===== config.mk =====
export PLATFORM = sky130hd
export DESIGN_NAME = mole_sprite_reader_flat
export DESIGN_NICKNAME = d
export VERILOG_FILES = /design/src/rtl/mole_sprite_if.sv /design/src/rtl/mole_sprite_reader.sv /design/src/flat_wrapper.sv
export SDC_FILE = /design/constraint.sdc
export NUM_CORES = 1
export LEC_CHECK = 0
export ABC_AREA = 1
export CORE_AREA = 2 2 111 113
export CTS_CLUSTER_SIZE = 28
export DETAILED_ROUTE_END_ITERATION = 8
export DIE_AREA = 0 0 113 115
export GPL_ROUTABILITY_DRIVEN = 0
export PLACE_DENSITY = 0.76
export SYNTH_ARGS = -nofsm -noshare
export SYNTH_HDL_FRONTEND = slang
export SYNTH_SLANG_ARGS = --single-unit

===== constraint.sdc =====
create_clock -name clk -period 3.25 [get_ports clk]
set_clock_uncertainty 0.05 [all_clocks]
set_input_delay 0.65 -clock clk [delete_from_list [all_inputs] [get_ports clk]]
set_output_delay 0.65 -clock clk [all_outputs]
set_load 0.02 [all_outputs]

===== src/rtl/mole_sprite_if.sv =====
// Pixel-timing, sprite-position, sprite-ROM and pixel-output signals of mole_sprite_reader.
// The slave modport is the reader's view; master is the video/ROM side.
interface mole_sprite_if;
    logic        pix_en;
    logic        line_start;
    logic        frame_start;
    logic [9:0]  pix_x;
    logic [9:0]  pix_y;
    logic [9:0]  mole_x;
    logic [9:0]  mole_y;
    logic        mole_visible;
    logic [4:0]  rom_row;
    logic [63:0] rom_data;
    logic        pixel_valid;
    logic        pixel_on;

    modport slave (
        input  pix_en, line_start, frame_start, pix_x, pix_y,
        input  mole_x, mole_y, mole_visible, rom_data,
        output rom_row, pixel_valid, pixel_on
    );

    modport master (
        output pix_en, line_start, frame_start, pix_x, pix_y,
        output mole_x, mole_y, mole_visible, rom_data,
        input  rom_row, pixel_valid, pixel_on
    );
endinterface


===== src/rtl/mole_sprite_reader.sv =====
// Fetches one sprite ROM row per scanline and serialises it MSB first at the sprite position.
// Define MOLE_SCALE2_EN for a 2x scaled sprite (128x64); default is 1:1 (64x32).
module mole_sprite_reader (
    input  logic           clk,
    input  logic           reset,
    mole_sprite_if.slave   bus
);
`ifdef MOLE_SCALE2_EN
    localparam int H = 64;
    localparam int W = 128;
    localparam bit SCALE2 = 1'b1;
`else
    localparam int H = 32;
    localparam int W = 64;
    localparam bit SCALE2 = 1'b0;
`endif
    localparam logic [7:0] W_CNT = 8'(W);

    typedef enum logic [1:0] {IDLE, LOAD, ARMED, SHIFT} state_t;

    state_t      state_q, state_d;
    logic [4:0]  rom_row_q, rom_row_d;
    logic [63:0] shift_q, shift_d;
    logic [7:0]  col_q, col_d;
    logic        pixel_valid_q, pixel_valid_d;
    logic        pixel_on_q, pixel_on_d;
    logic [9:0]  mole_x_q, mole_x_d;
    logic [9:0]  mole_y_q, mole_y_d;
    logic        visible_q, visible_d;

    logic [10:0] dy;
    logic [4:0]  row_sel;
    logic        in_box;
    logic        emit;

    always_comb begin
        state_d       = state_q;
        rom_row_d     = rom_row_q;
        shift_d       = shift_q;
        col_d         = col_q;
        pixel_valid_d = pixel_valid_q;
        pixel_on_d    = pixel_on_q;
        mole_x_d      = mole_x_q;
        mole_y_d      = mole_y_q;
        visible_d     = visible_q;
        emit          = 1'b0;

        if (bus.frame_start) begin
            mole_x_d  = bus.mole_x;
            mole_y_d  = bus.mole_y;
            visible_d = bus.mole_visible;
        end

        // Uses the just-latched shadow values when frame_start and line_start coincide.
        dy     = {1'b0, bus.pix_y} - {1'b0, mole_y_d};
        in_box = visible_d && !dy[10] && (dy < 11'(H));
`ifdef MOLE_SCALE2_EN
        row_sel = dy[5:1];
`else
        row_sel = dy[4:0];
`endif

        if (bus.pix_en) begin
            pixel_valid_d = 1'b0;
            pixel_on_d    = 1'b0;
        end

        case (state_q)
            LOAD: begin
                shift_d = bus.rom_data;
                col_d   = 8'd0;
                state_d = ARMED;
            end
            ARMED: begin
                if (bus.pix_en && bus.pix_x == mole_x_q && mole_x_q < 10'd640)
                    emit = 1'b1;
            end
            SHIFT: begin
                if (bus.pix_en) begin
                    if (col_q == W_CNT)
                        state_d = IDLE;
                    else
                        emit = 1'b1;
                end
            end
            default: ;
        endcase

        if (emit) begin
            state_d       = SHIFT;
            pixel_valid_d = 1'b1;
            pixel_on_d    = shift_q[63];
            col_d         = col_q + 8'd1;
            // In 2x mode a bit advances only after its second pixel.
            if (!SCALE2 || col_q[0])
                shift_d = {shift_q[62:0], 1'b0};
        end

        if (bus.line_start) begin
            pixel_valid_d = 1'b0;
            pixel_on_d    = 1'b0;
            if (in_box) begin
                state_d   = LOAD;
                rom_row_d = row_sel;
            end else begin
                state_d = IDLE;
            end
        end
    end

    always_ff @(posedge clk or posedge reset) begin
        if (reset) begin
            state_q       <= IDLE;
            rom_row_q     <= 5'd0;
            shift_q       <= 64'd0;
            col_q         <= 8'd0;
            pixel_valid_q <= 1'b0;
            pixel_on_q    <= 1'b0;
            mole_x_q      <= 10'd0;
            mole_y_q      <= 10'd0;
            visible_q     <= 1'b0;
        end else begin
            state_q       <= state_d;
            rom_row_q     <= rom_row_d;
            shift_q       <= shift_d;
            col_q         <= col_d;
            pixel_valid_q <= pixel_valid_d;
            pixel_on_q    <= pixel_on_d;
            mole_x_q      <= mole_x_d;
            mole_y_q      <= mole_y_d;
            visible_q     <= visible_d;
        end
    end

    assign bus.rom_row     = rom_row_q;
    assign bus.pixel_valid = pixel_valid_q;
    assign bus.pixel_on    = pixel_on_q;
endmodule

===== src/flat_wrapper.sv =====
// flat-port wrapper written by rule: the top's interface ports become plain ports
module mole_sprite_reader_flat 
  (clk, reset, bus_pix_en, bus_line_start, bus_frame_start, bus_pix_x, bus_pix_y, bus_mole_x, bus_mole_y, bus_mole_visible, bus_rom_data, bus_rom_row, bus_pixel_valid, bus_pixel_on);
  mole_sprite_if bus_i ();
  input  logic clk;
  input  logic reset;
  input wire logic [$bits(bus_i.pix_en)-1:0] bus_pix_en;
  input wire logic [$bits(bus_i.line_start)-1:0] bus_line_start;
  input wire logic [$bits(bus_i.frame_start)-1:0] bus_frame_start;
  input wire logic [$bits(bus_i.pix_x)-1:0] bus_pix_x;
  input wire logic [$bits(bus_i.pix_y)-1:0] bus_pix_y;
  input wire logic [$bits(bus_i.mole_x)-1:0] bus_mole_x;
  input wire logic [$bits(bus_i.mole_y)-1:0] bus_mole_y;
  input wire logic [$bits(bus_i.mole_visible)-1:0] bus_mole_visible;
  input wire logic [$bits(bus_i.rom_data)-1:0] bus_rom_data;
  output wire logic [$bits(bus_i.rom_row)-1:0] bus_rom_row;
  output wire logic [$bits(bus_i.pixel_valid)-1:0] bus_pixel_valid;
  output wire logic [$bits(bus_i.pixel_on)-1:0] bus_pixel_on;
  assign bus_i.pix_en = bus_pix_en;
  assign bus_i.line_start = bus_line_start;
  assign bus_i.frame_start = bus_frame_start;
  assign bus_i.pix_x = bus_pix_x;
  assign bus_i.pix_y = bus_pix_y;
  assign bus_i.mole_x = bus_mole_x;
  assign bus_i.mole_y = bus_mole_y;
  assign bus_i.mole_visible = bus_mole_visible;
  assign bus_i.rom_data = bus_rom_data;
  assign bus_rom_row = bus_i.rom_row;
  assign bus_pixel_valid = bus_i.pixel_valid;
  assign bus_pixel_on = bus_i.pixel_on;
  mole_sprite_reader u_core (.clk(clk), .reset(reset), .bus(bus_i));
endmodule

After elaboration in Yosys (flattened, before gate mapping):

Cells that the tools add are included.

* bitwise gates (word level): 0
* add/sub/neg operators: 2
* $lt $le $gt $ge: 2
* reduce and logical (&&, ||, !) cells: 10
* shift operators: 0
* equal/unequal tests: 7
* muxes and demuxes: 21
* div/mod/pow operators: 0
* $mul: 0

Operators with widths (count)
* 64-bit two-way mux: 2
* 8-bit two-way mux: 2
* 11-bit by 6-bit less-than comparator with 1-bit output, second input constant: 1
* 10-bit by 10-bit subtractor with 11-bit output: 1
* 10-bit equality test: 1
* 10-bit less-than comparator, second input constant: 1
* 1-bit two-way mux: 10
* 10-bit two-way mux: 1
* 8-bit by 1-bit adder with 8-bit output, second input constant: 1
* 8-bit by 7-bit equality test with 1-bit output, second input constant: 1
* 2-bit two-way mux: 4
* 2-bit equality test, second input constant: 2
* 1-bit logical AND: 4
* 4-bit by 2-bit inequality test with 1-bit output, second input constant: 1
* 4-bit by 3-bit inequality test with 1-bit output, second input constant: 1
* 2-bit one-hot mux with 2 select lines: 1
* 4-bit nonzero test: 1
* 3-bit AND reduction: 1
* 3-bit nonzero test: 1
* 2-bit by 1-bit equality test with 1-bit output, second input constant: 1
* 1-bit one-hot mux with 2 select lines: 1
* 2-bit AND reduction: 1
* 2-bit nonzero test: 1
* 1-bit logical NOT: 1

* input bits: 110
* memory bits (read-only): 0
* logic and storage cells: 51
* memories: 0
* bits in latches: 0
* RAM bits: 0
* register bits after elaboration: 102
* output and inout bits: 7

Longest topological paths before layout:

* depth after elaboration: 7
* depth in mapped cells: 17
* gate-level depth less buffers: 16

Least setup slack after synthesis:

OpenSTA, ideal clock, no wires.

* path kind: input to register
* start point: input bus_frame_start
* end point: register u_core.rom_row_q[0], in the netlist u_core.bus.rom_row[0]
* setup time: 0.118 ns
* data required time: 3.082 ns
* slack: 0.446 ns
* buffers on the path: 2
* stages: 16
* arrival time: 2.636 ns
* cells stage by stage: buf_2 > clkbuf_1 > nand2_1 > o21ai_0 > inv_1 > fa_1 > inv_1 > nand3_1 > nand2_1 > nand2_1 > nand3_1 > nand3_1 > nor2_2 > nand3_2 > nand2_1 > nand2_1

* longest elaborated chain between the ends: 6
* elaborated cells on any way between the ends: 8
* those cells by class: add/sub: 1; order compare: 1; mux: 2; reduce/logical: 4

Ends and longest elaborated chain
* from (decl): line flat_wrapper.sv:9 `input wire logic [$bits(bus_i.frame_start)-1:0] bus_frame_start;`
* 10-bit two-way mux (*): line mole_sprite_reader.sv:48 `if (bus.frame_start) begin`
* via u_core.mole_y_d[1]: line mole_sprite_reader.sv:28 `logic [9:0] mole_y_q, mole_y_d;`
* 10-bit by 10-bit subtractor with 11-bit output (*): line mole_sprite_reader.sv:55 `dy = {1'b0, bus.pix_y} - {1'b0, mole_y_d};`
* parallel branches: the longest is 2 deep, another holds 11-bit by 6-bit less-than comparator with 1-bit output
* 1-bit logical AND (*): line mole_sprite_reader.sv:56 `in_box = visible_d && !dy[10] && (dy < 11'(H));`
* 2-bit AND reduction (no source line) (*)
* to (signal assigned): line mole_sprite_reader.sv:124 `rom_row_q <= rom_row_d;`
* to (decl): line mole_sprite_reader.sv:22 `logic [4:0] rom_row_q, rom_row_d;`

Mark *: on every way through the listed nets, which the timed path passes.
A chain may end at the register's enable or synchronous reset.

Final worst setup path:

* start point: input bus_frame_start
* end point: register u_core.rom_row_q[3], in the netlist u_core.bus.rom_row[3]

* longest elaborated chain between the ends: 6
* elaborated cells on any way between the ends: 8
* those cells by class: add/sub: 1; order compare: 1; mux: 2; reduce/logical: 4

Ends and longest elaborated chain (line)
* 10-bit two-way mux (*): mole_sprite_reader.sv:48
* via u_core.mole_y_d[0]: mole_sprite_reader.sv:28
* 10-bit by 10-bit subtractor with 11-bit output (*): mole_sprite_reader.sv:55
* parallel branches: the longest is 4 deep, another holds 11-bit by 6-bit less-than comparator with 1-bit output

Marked as above.

==> results.cfg <==
[status]
status = complete, but fails checks
violations = DRC

[finish]
antennaDiodeCount = 0
fin_nets = 914
fin_area_um2 = 6900
area_growth_pct = 29.9
n_fill_cell = 1061
drive_above_1_share_pct = 4.91

[cts]
cts_buffers = 9
cts_tree = yes
cts_resized = 0
cts_buffer_depth = 2
htree_levels = 3
cts.sinks = 102
hold_buffers = 0
clk_pin_slew_worst_paths_ps = 70
clock_latency_ps = 340
clockRootBuffer = clkbuf_16
post-cts-setup-buffer-count = 0

[power_and_ir_drop]
p_seq_share_pct = 49.4
total_power_mw = 3.54
p_int_mw = 2.55
power.switching_mw = 0.993
power.density_nw_per_um2 = 513
p_leak_nw = 3.36
swShare_pct = 28.1
combPwrFrac_pct = 21.5
ir_drop_uv = 272
clkPwrFrac_pct = 29.1

[critical_path]
rr_startpoint = u_core.mole_y_q[0]
crit_type = primary input to register
crit_required_ps = 3480
path_delay_family = buffers and inverters
path_max_fanout = 5
critPathLaunchType = primary input
cp_slowest_cell = clkdlybuf4s50_1
r2r-end = u_core.bus.rom_row[3]
max_stage_delay_ps = 500
cp.arrival_ps = 3130
critPathCaptureType = register
r2r_slack_ps = 900
critPathBufInv = 3
reg2regPathDepth = 13
crit_chain = clkdlybuf4s50_1 > mux2_2 > ha_1 > fa_1 > inv_1 > nand3_1 > nand2_1 > nand2_1 > nand3_1 > nand3_1 > nor2_2 > buf_4 > nand4_1 > nand2_1

[floorplan]
row_count = 40
pin_count = 117
die_y_um = 115
start_util_pct = 45.0
coreArea_um2 = 11800
die_w_um = 113
die_area_um2 = 13000

[drt]
vias = 4820
wl_per_cell_um = 13.7
vias_per_cell = 5.12
drtIter0Drc = 469
dr.pass1.iters = 7
finalWirelength_um = 12900
antenna_left = 0
route.detailed.drc = 7

[hold_path]
hold_depth = 2
min_path_type = register to register
hold_end = u_core.bus.pixel_valid
holdCritStartpoint = u_core.bus.pixel_valid

[sta]
fin_tns_setup_ps = 0
drv_slew = 0
final.min_clock_period_ps = 2900
max_freq_ghz = 0.345
worst_pin_slew_ps = 711
timing_hold_violations_final = 0
slew_headroom_pct = 52.5
rsz0062_at_grt = false
min_period_over_period_pct = 89.2
setup_viol = 0

[synthesis]
ys.warnings.count = 0
synth-seq-cells = 102
synthSimpleGateAreaFrac_pct = 33.5
synth-adder-area-share_pct = 3.68
yosysSeqAreaShare_pct = 48.1
synth_xor_area_share_pct = 1.81
syn_inst = 684
synthMuxAreaShare_pct = 1.06
synth_top_family_by_area = simple AND/OR/NAND/NOR gates
syn_nets = 809
synth_cell_types = 27
synth_area_um2 = 5310
synth_compound_area_share_pct = 3.75
avgSynthCellArea_um2 = 7.76

[placement]
hpwl_um = 9120
io_buffer_count = 116
place_area_um2 = 6610

[grt]
overflow = 0
grt_pass1_vias = 4680
antenna_found_initial = 0
grt_max_degree = 70
grt_pass1_wl_um = 21400
track_usage_pct = 20.4

[job]
maxCapViolations = 0
[state kept, by name, summed over array words and instances (netlist names)]
name                    flops
u_core.bus.pixel_on         1
u_core.bus.pixel_valid      1
u_core.bus.rom_row          5
u_core.col_q                8
u_core.mole_x_q            10
u_core.mole_y_q            10
u_core.shift_q             64
u_core.state_q              2
u_core.visible_q            1
[metrics by stage]
stage               cells  hold slack [ps]  worst slack (ps)  util, %
global placement      925              418               130     56.0
global route          941              472               134     58.4
CTS                   941              446               355     58.4
floorplan             684              408               446        -
detailed placement    925              430              6.42     56.0
finish                941              445               350     58.4
[layer usage]
| layer | global-route usage, % | wire, µm | up-vias |
|---|---|---|---|
| met2 | 34.1 | 6280 | 105 |
| li1 | - | - | 2408 |
| met4 | 7.24 | 171 | 0 |
| met3 | 3.16 | 584 | 12 |
| met1 | 27.1 | 5850 | 2295 |
| met5 | 0 | 0 | - |
[layout make-up]
cell class / count / area (µm²) / share of cell area, %
clock inverter: 2 / 15.0 / 0.218
inverter: 70 / 267 / 3.86
multi-input combinational: 479 / 2340 / 33.9
clock buffer: 14 / 274 / 3.97
timing repair buffer: 127 / 1270 / 18.4
tap: 147 / 184 / 2.67
sequential: 102 / 2550 / 37.0
[placed cells by master, fill, tap and decap left out]
| master | netlist | layout |
|---|---|---|
| nand2_1 | 223 | 223 |
| xor2_1 | 5 | 5 |
| clkbuf_1 | 14 | 2 |
| o21ai_0 | 23 | 23 |
| o21ai_1 | 6 | 6 |
| nand3_1 | 147 | 147 |
| nor2_4 | 0 | 1 |
| clkbuf_8 | 0 | 3 |
| o211ai_1 | 1 | 1 |
| clkdlybuf4s50_1 | 0 | 116 |
| mux2_2 | 5 | 5 |
| dfrtp_1 | 102 | 102 |
| nor2_2 | 2 | 2 |
| buf_4 | 1 | 9 |
| nand3b_1 | 1 | 1 |
| nor3_1 | 2 | 2 |
| inv_2 | 0 | 1 |
| a21oi_1 | 7 | 7 |
| fa_1 | 1 | 1 |
| nand2_2 | 2 | 2 |
| nand3_2 | 1 | 1 |
| inv_1 | 70 | 68 |
| buf_12 | 0 | 2 |
| ha_1 | 14 | 14 |
| nand4_1 | 11 | 11 |
| or2_0 | 2 | 2 |
| clkbuf_16 | 0 | 9 |
| clkinvlp_4 | 0 | 3 |
| a21boi_4 | 0 | 1 |
| xnor2_1 | 6 | 6 |
| nor2_1 | 19 | 18 |
[tightest hold or removal path: cells and delay by family, from the launching register on]
family	cells	cell delay [ps]
flops	1	350
simple gates	2	110
[cells in the mapped netlist]
library cell	count	area, µm²
dfrtp_1	102	2550
a21oi_1	7	35.0
o21ai_0	23	115
nor2_1	19	71.3
o21ai_1	6	30.0
fa_1	1	20.0
buf_2	10	50.1
xor2_1	5	43.8
nand3b_1	1	7.51
nand4_1	11	68.8
inv_1	70	263
nor2_2	2	12.5
nand2_1	223	837
or2_0	2	12.5
buf_4	1	7.51
mux2_2	5	56.3
a21boi_2	1	11.3
clkbuf_1	14	52.6
nand3_1	147	736
nand2_2	2	12.5
buf_6	4	45.0
xnor2_1	6	52.6
nand3_2	1	10.0
nor3_1	2	10.0
buf_1	4	15.0
o211ai_1	1	7.51
ha_1	14	175
[power groups by stage]
stage,Combinational [mW],Clock (mW),Sequential [mW]
finish,0.762,1.03,1.75
global placement,0.735,0,1.75
detailed placement,0.767,0,1.76
global route,0.872,1.11,1.79
floorplan,0.458,0,1.75
CTS,0.774,1.05,1.74
[cells by family (layout without fill, tap and decap cells)]
kind of cell | count (synthesis) | in the layout
simple gates | 410 | 410
buf+inv | 103 | 213
flops | 102 | 102
compound gates | 38 | 38
fa+ha+maj | 15 | 15
xor+xnor | 11 | 11
mux | 5 | 5
[how the worst max path moves through the flow]
stage                          startpoint                     to  slack, ps  cells past startpoint
final                     bus_frame_start  u_core.bus.rom_row[3]        350                     14
after global routing      bus_frame_start  u_core.bus.rom_row[3]        130                     16
after CTS                 bus_frame_start  u_core.bus.rom_row[3]        360                     14
after detailed placement  bus_frame_start  u_core.bus.rom_row[3]          6                     14
after floorplan           bus_frame_start  u_core.bus.rom_row[0]        450                     16
after global placement    bus_frame_start  u_core.bus.rom_row[2]        130                     14
Power figures use the tool's default switching activity.
